## config.mk

```make
export PLATFORM = sky130hd
export DESIGN_NAME = branch_target_lut
export DESIGN_NICKNAME = d
export VERILOG_FILES = /design/src/rtl/branch_target_lut.sv
export SDC_FILE = /design/constraint.sdc
export NUM_CORES = 1
export LEC_CHECK = 0
export ABC_CLOCK_PERIOD_IN_PS = 6700
export CAP_MARGIN = 20
export CORE_UTILIZATION = 50
export DETAILED_ROUTE_END_ITERATION = 7
export GPL_ROUTABILITY_DRIVEN = 0
export GPL_TIMING_DRIVEN = 0
export PLACE_DENSITY = 0.67
export SETUP_SLACK_MARGIN = 0.02
export SYNTH_ARGS = -nofsm -noshare
export SYNTH_HDL_FRONTEND = slang
export SYNTH_SLANG_ARGS = --single-unit
export TNS_END_PERCENT = 50
```

## constraint.sdc

```tcl
create_clock -name Clk -period 6.7 [get_ports Clk]
set_input_delay 1.675 -clock Clk [delete_from_list [all_inputs] [get_ports Clk]]
set_output_delay 1.675 -clock Clk [all_outputs]
set_load 0.01 [all_outputs]
```

## src/rtl/branch_target_lut.sv

```systemverilog
// Register-backed PC-target / data-address lookup table with a combinational read port,
// single-entry writes and a valid/ready bulk-load sequencer.
module branch_target_lut #(
  parameter int WIDTH       = 10,
  parameter int DEPTH       = 16,
  parameter int IDX_W       = $clog2(DEPTH),
  parameter int OUT_W       = 10,
  parameter int SIGNED      = 1,
  parameter int ENTRY0_INIT = -402,
  parameter int FILL_INIT   = 1
) (
  input  logic             Clk,
  input  logic             Reset,
  input  logic [IDX_W-1:0] Index,
  output logic [OUT_W-1:0] Out,
  input  logic             WrEn,
  input  logic [IDX_W-1:0] WrIndex,
  input  logic [WIDTH-1:0] WrData,
  input  logic             LoadStart,
  input  logic [WIDTH-1:0] LoadData,
  input  logic             LoadValid,
  output logic             LoadReady,
  output logic             Busy,
  output logic             LoadDone
);

  typedef enum logic [1:0] {
    IDLE,
    LOAD,
    DONE
  } state_t;

  localparam logic [IDX_W:0]   DEPTH_X = (IDX_W + 1)'(DEPTH);
  localparam logic [IDX_W:0]   LAST    = (IDX_W + 1)'(DEPTH - 1);
  localparam logic [WIDTH-1:0] E0_INIT = WIDTH'(ENTRY0_INIT);
  localparam logic [WIDTH-1:0] F_INIT  = WIDTH'(FILL_INIT);

  state_t           state;
  logic [IDX_W:0]   cnt;
  logic [WIDTH-1:0] mem [DEPTH];
  logic [WIDTH-1:0] rd_entry;
  logic             idx_ok;
  logic             wr_ok;

  // Indices beyond DEPTH only exist for non-power-of-2 depths; they read as zero.
  assign idx_ok = ({1'b0, Index} < DEPTH_X);
  assign wr_ok  = ({1'b0, WrIndex} < DEPTH_X);

  always_comb begin
    rd_entry = '0;
    if (idx_ok) rd_entry = mem[Index];
  end

  always_comb begin
    Out = '0;
    if (SIGNED != 0) Out = OUT_W'($signed(rd_entry));
    else             Out = OUT_W'(rd_entry);
  end

  always_ff @(posedge Clk or posedge Reset) begin
    if (Reset) begin
      for (int unsigned i = 0; i < DEPTH; i++) begin
        mem[i] <= (i == 0) ? E0_INIT : F_INIT;
      end
      state     <= IDLE;
      cnt       <= '0;
      LoadReady <= 1'b0;
      Busy      <= 1'b0;
      LoadDone  <= 1'b0;
    end else begin
      case (state)
        IDLE: begin
          LoadDone <= 1'b0;
          if (WrEn && wr_ok) mem[WrIndex] <= WrData;
          if (LoadStart) begin
            state     <= LOAD;
            cnt       <= '0;
            LoadReady <= 1'b1;
            Busy      <= 1'b1;
          end
        end
        LOAD: begin
          if (LoadValid && LoadReady) begin
            mem[cnt[IDX_W-1:0]] <= LoadData;
            // The counter parks at zero on the final word instead of stepping to DEPTH.
            if (cnt == LAST) begin
              cnt       <= '0;
              state     <= DONE;
              LoadReady <= 1'b0;
              Busy      <= 1'b0;
              LoadDone  <= 1'b1;
            end else begin
              cnt <= cnt + 1'b1;
            end
          end
        end
        DONE: begin
          LoadDone <= 1'b0;
          state    <= IDLE;
        end
        default: begin
          state     <= IDLE;
          cnt       <= '0;
          LoadReady <= 1'b0;
          Busy      <= 1'b0;
          LoadDone  <= 1'b0;
        end
      endcase
    end
  end

endmodule
```

== Word level (Yosys, flattened, before mapping) ==
Cells that the tools add are included.
Word-level totals
  flip-flop bits (word level): 169
  output and inout bits: 13
Cells by class
  add/sub/neg operators: 1
  magnitude comparators: 5
  equality and inequality tests: 7
  muxes and demuxes: 27
  bitwise gates (word level): 4
  reductions and logical operators: 10
Operators with widths (number)
  $bwmux W160: 2
  $mux W160: 2
  $pmux W160 S2: 1
  $demux W10 S4: 2
  $bmux W10 S4: 1
  $mux W10: 4
  $ge A5 B5 Y1 const B: 3
  $mux W5: 3
  $not A4 Y5: 3
  $pmux W5 S3: 1
  $lt A5 B1 Y1 const B: 2
  $reduce_and A3 Y1: 3
  $ne A2 B2 Y1 const B: 4
  $mux W1: 6
  $mux W2: 3
  $add A5 B1 Y5 const B: 1
  $eq A5 B4 Y1 const B: 1
  $pmux W2 S2: 1
  $reduce_and A4 Y1: 1
  $logic_and A1 B1 Y1: 3
  $pmux W1 S3: 1
  $eq A2 B1 Y1 const B: 1
  $eq A2 B2 Y1 const B: 1
  $logic_not A2 Y1: 1
  other kinds (3): 3

== Logic depth before layout (Yosys ltp) ==
  depth after elaboration: 8
  depth in mapped cells: 8

== Worst setup path before layout ==
OpenSTA, ideal clock, no wires.
  path type: input to output
  start: input port Index[0]
  end: output port Out[8]
  arrival: 2837 ps
  slack: 2188 ps
  cell stages on the path: 4
  cells stage by stage: buf_1 mux4_2 a22oi_1 nand2_1
Between the ends
  word-level cells in the longest chain between the ends: 4
RTL lines
  start: declaration: RTL line 14  | input logic [IDX_W-1:0] Index,
  $not A4 Y5 (not written as such): RTL line 51  | if (idx_ok) rd_entry = mem[Index];
  $bmux W10 S4: RTL line 51
  $mux W10 (not written as such) (2 in series): RTL line 51
  end: declaration: RTL line 15  | output logic [OUT_W-1:0] Out,
No other way between the ends. The select of a mux whose other input is x is not followed.

== Worst setup path after layout ==
  start: input port Index[1]
  end: output port Out[9]
Same word-level chain as after synthesis.

==> out/results.txt <==
After detailed routing, the number of vias per cell comes to 6.84. Headroom to the max-slew limit came out at 36.4%. Yosys printed 0 warnings.

The average cell area after synthesis was 12.5 um^2; the number of setup buffers added after CTS was 0. The number of H-tree levels is 4, and the effective utilization at floorplan is 51.7%. Worst min-delay path class: reg2reg. For this run the aggregate overflow at the end of global routing stands at 0.

The portion of total power attributed to combinational logic is 33.6%. In this run, the number of DRC markers left after iteration 0 of detailed routing was 802. The via count was 7,653. In the layout the commonest cells are o22ai_1, dfrtp_1, mux2_2, mux2_4, clkdlybuf4s50_1.

The count of buffers added on input and output ports is 44. Clock tree synthesis inserted a total of 17 buffers. The first global-routing pass estimated 48,100 um of wire. The parity-gate share of the synthesized area counting xor and xnor cells works out to 0%. The antenna violation net count after detailed routing was 0; the register area share after synthesis was 43.6%. Counting flops and latches in the post-synthesis netlist gives 169.

The highest attainable clock frequency is 156 MHz, and the post-synth design cell area is 9760 um^2. Of the cells placed in the final design, the portion with a size suffix greater than 1 is 32.0%. The initialized floorplan defines 50 standard-cell rows.

The worst IR drop on VDD is 185 uV, and the post-layout minimum cycle time is 6.41 ns. The clock network accounts for 29.5% of the total power. The commonest register cell after synthesis is dfrtp_1. For this design the ratio of total power to cell area is 325 nW/um^2. The clock latency of the later-clocked register in the worst-skew pair came out at 0.44 ns.

The number of placed I/O pins was 46. The die is 142 um wide. The run gives 1,119 as the filler-free cell count of the finished design.

The startpoint identified for the worst register-to-register timing path is state[1]$_DFFE_PP0P_. When the netlist entered floorplanning its net count stood at 819. The run gives 8,088 as the number of global-route vias before repair. For the number of max-cap violations, the log shows 0. The gate count after technology mapping is 782. The dominant combinational cell family by area after synthesis is multiplexers. The adder-cell share of the synthesized area is 0.513%. Gates resized during post-CTS repair numbered 0. For this run, the total global-route usage over all layers was measured as 32.9%.

Transition at the pin with the smallest max-transition slack: 0.951 ns. Clock-pin slew reported for the worst setup and hold paths after clock tree synthesis: 0.07 ns. TritonCTS built the clock tree.

Critical path class: in2out. Cell total after placement: 1,087. The number of hold-repair buffers added at the cts stage was 0; the mean routed wirelength per cell was 28.3 um. The category of the worst setup path launch point was an input port.

Yosys mapped the design onto 45 distinct sky130hd cell types. For the sequential share of power, the log shows 36.9%. The area share of and/or/nand/nor cells after synthesis came out at 6.43%. Summed over its instances, the top area cell type makes up 37.9% of the synthesized netlist area.

The clock arrives with 0.0104 ns of skew. The standby leakage power is 4.93 nW, and the number of remaining DRC errors is 0. The number of enable flip-flop cells after synthesis is 0.

Summed over all instances, the cell type with the most area after synthesis is dfrtp_1. The number of buffers between clock root and the deepest sink is 2, and the final hold violation count is 0. For this design the total switching power over the nets is 1.23 mW. The launching element of the worst setup path is Index[1]. Clock tree synthesis selected as its root buffer the cell clkbuf_16. The number of antenna violations at the first check in global routing was 0; the cell-internal power was 2.41 mW. Setup repair after global routing left no endpoint under its margin. Relative to the synthesized area, the layout overhead comes to 14.7%. Setup violations remaining at the end of the flow were counted as 0. The run finished with clean final reports. In the post-synthesis netlist, the biggest area contributors are dfrtp_1, o22ai_1, mux2_4. The compound-gate portion of the synthesized area works out to 15.3%.

The height of the die was 142 um; the async set-reset flop share out of synthesis was 100%. The pre-antenna-repair detailed-routing pass consisted of 5 iterations. The net count of the finished layout is 883. Of all nets on the critical path, the largest fanout is 10.

Of the available clock period, the critical path in the final layout requires 95.7%. Final antenna diode count: 0. Proportion of total power due to net switching: 33.7%. For the critical path data required time, the log shows 5.03 ns. The tools report the final max-slew violation count as 0. Measured against the total synthesized area, the mux share comes to 30.0%. The core area was 18,900 um^2; the die area was 20,100 um^2. Critical path endpoint category: an output pin. Hold path startpoint: LoadDone$_DFFE_PP0P_.

The total routed wirelength came out at 31,700 um. STA puts the critical path data arrival time at 4.74 ns. The run gives 0.485 ns as the final hold slack. For this design, the sink count on the clock tree is 169.

Detailed placement finished with a half-perimeter wire length of 21,500 um. The most common cell after layout, fill and taps aside was o22ai_1. For the pin count of the biggest net entering global routing, the log shows 87.
==> layout make-up <==
cell class              count  area (um^2)
fillers                  1568         7700
multi-input cells         529         5100
flip-flops and latches    169         4260
repair buffers             45          468
clock buffers              21          460
plain buffers              80          395
well taps                 260          325
clock inverters            11          170
inverters                   4         22.5
==> Yosys cell counts, types with 5 or more instances <==
| library cell | instances |
|---|---|
| a22oi_1 | 20 |
| buf_2 | 30 |
| buf_4 | 5 |
| clkbuf_1 | 38 |
| dfrtp_1 | 148 |
| dfstp_2 | 21 |
| mux2_1 | 40 |
| mux2_2 | 60 |
| mux2_4 | 60 |
| mux4_2 | 40 |
| nand2_1 | 34 |
| nand3_1 | 10 |
| nand3b_1 | 8 |
| nand4bb_1 | 5 |
| nor2_1 | 33 |
| o21ai_0 | 5 |
| o21ai_4 | 13 |
| o22ai_1 | 160 |
==> metal layers <==
layer  GRT usage, %  wire length (um)  vias up
li1               -                 -     3190
met1           42.2             12700     3923
met2           50.5             14500      440
met3           9.38              2930      100
met4           18.1              1520        0
met5              0                 0        -
==> registers in the layout, indices dropped and copies added, names as in the netlist <==
name	cells
Busy	1
LoadDone	1
state	2
mem	160
cnt	5
==> worst paths after layout <==
check / to / slack [ns] / cells past startpoint
max reg2reg: mem[65]$_DFFE_PP0P_ / 4.35 / 7
min in group asynchronous: mem[32]$_DFFE_PP0P_ / 1.70 / 2
min reg2reg: LoadDone$_DFFE_PP0P_ / 0.48 / 1
min: LoadDone$_DFFE_PP0P_ / 0.48 / 1
max in group asynchronous: mem[110]$_DFFE_PP1P_ / 4.13 / 3
max: Out[9] / 0.29 / 7
==> worst max-delay path, stage by stage <==
cell	delay, ns
clkdlybuf4s50_1	0.62
buf_2	0.41
buf_2	0.45
mux4_2	0.38
a22oi_1	0.50
nand2_1	0.17
clkdlybuf4s50_1	0.51
==> stage by stage <==
step	cell area, um^2	setup TNS, ns	utilization [%]	worst slack [ns]	power, mW
2_1_floorplan	9760	0	-	0.485	2.17
3_3_place_gp	10500	-227.46	55.7	-1.56	2.50
3_5_place_dp	10600	0	55.9	0.424	2.55
4_1_cts	11200	0	59.3	0.400	3.61
5_1_grt	11200	0	59.3	0.262	3.76
6_report	11200	0	59.3	0.287	3.64
==> cells by family (layout without fill, tap and decap cells) <==
logic type | after synthesis | in the layout
mux | 200 | 200
flops | 169 | 169
compound gates | 210 | 210
simple gates | 115 | 115
fa+ha+maj | 4 | 4
buf+inv | 84 | 161
==> power by group through the flow <==
stage	Clock (mW)	Combinational, mW	Sequential, mW
final	1.07	1.22	1.34
after floorplan	0	0.856	1.31
after global routing	1.12	1.28	1.36
after global placement	0	1.16	1.34
after detailed placement	0	1.20	1.35
after CTS	1.08	1.20	1.34
(Power assumes the default switching activity.)
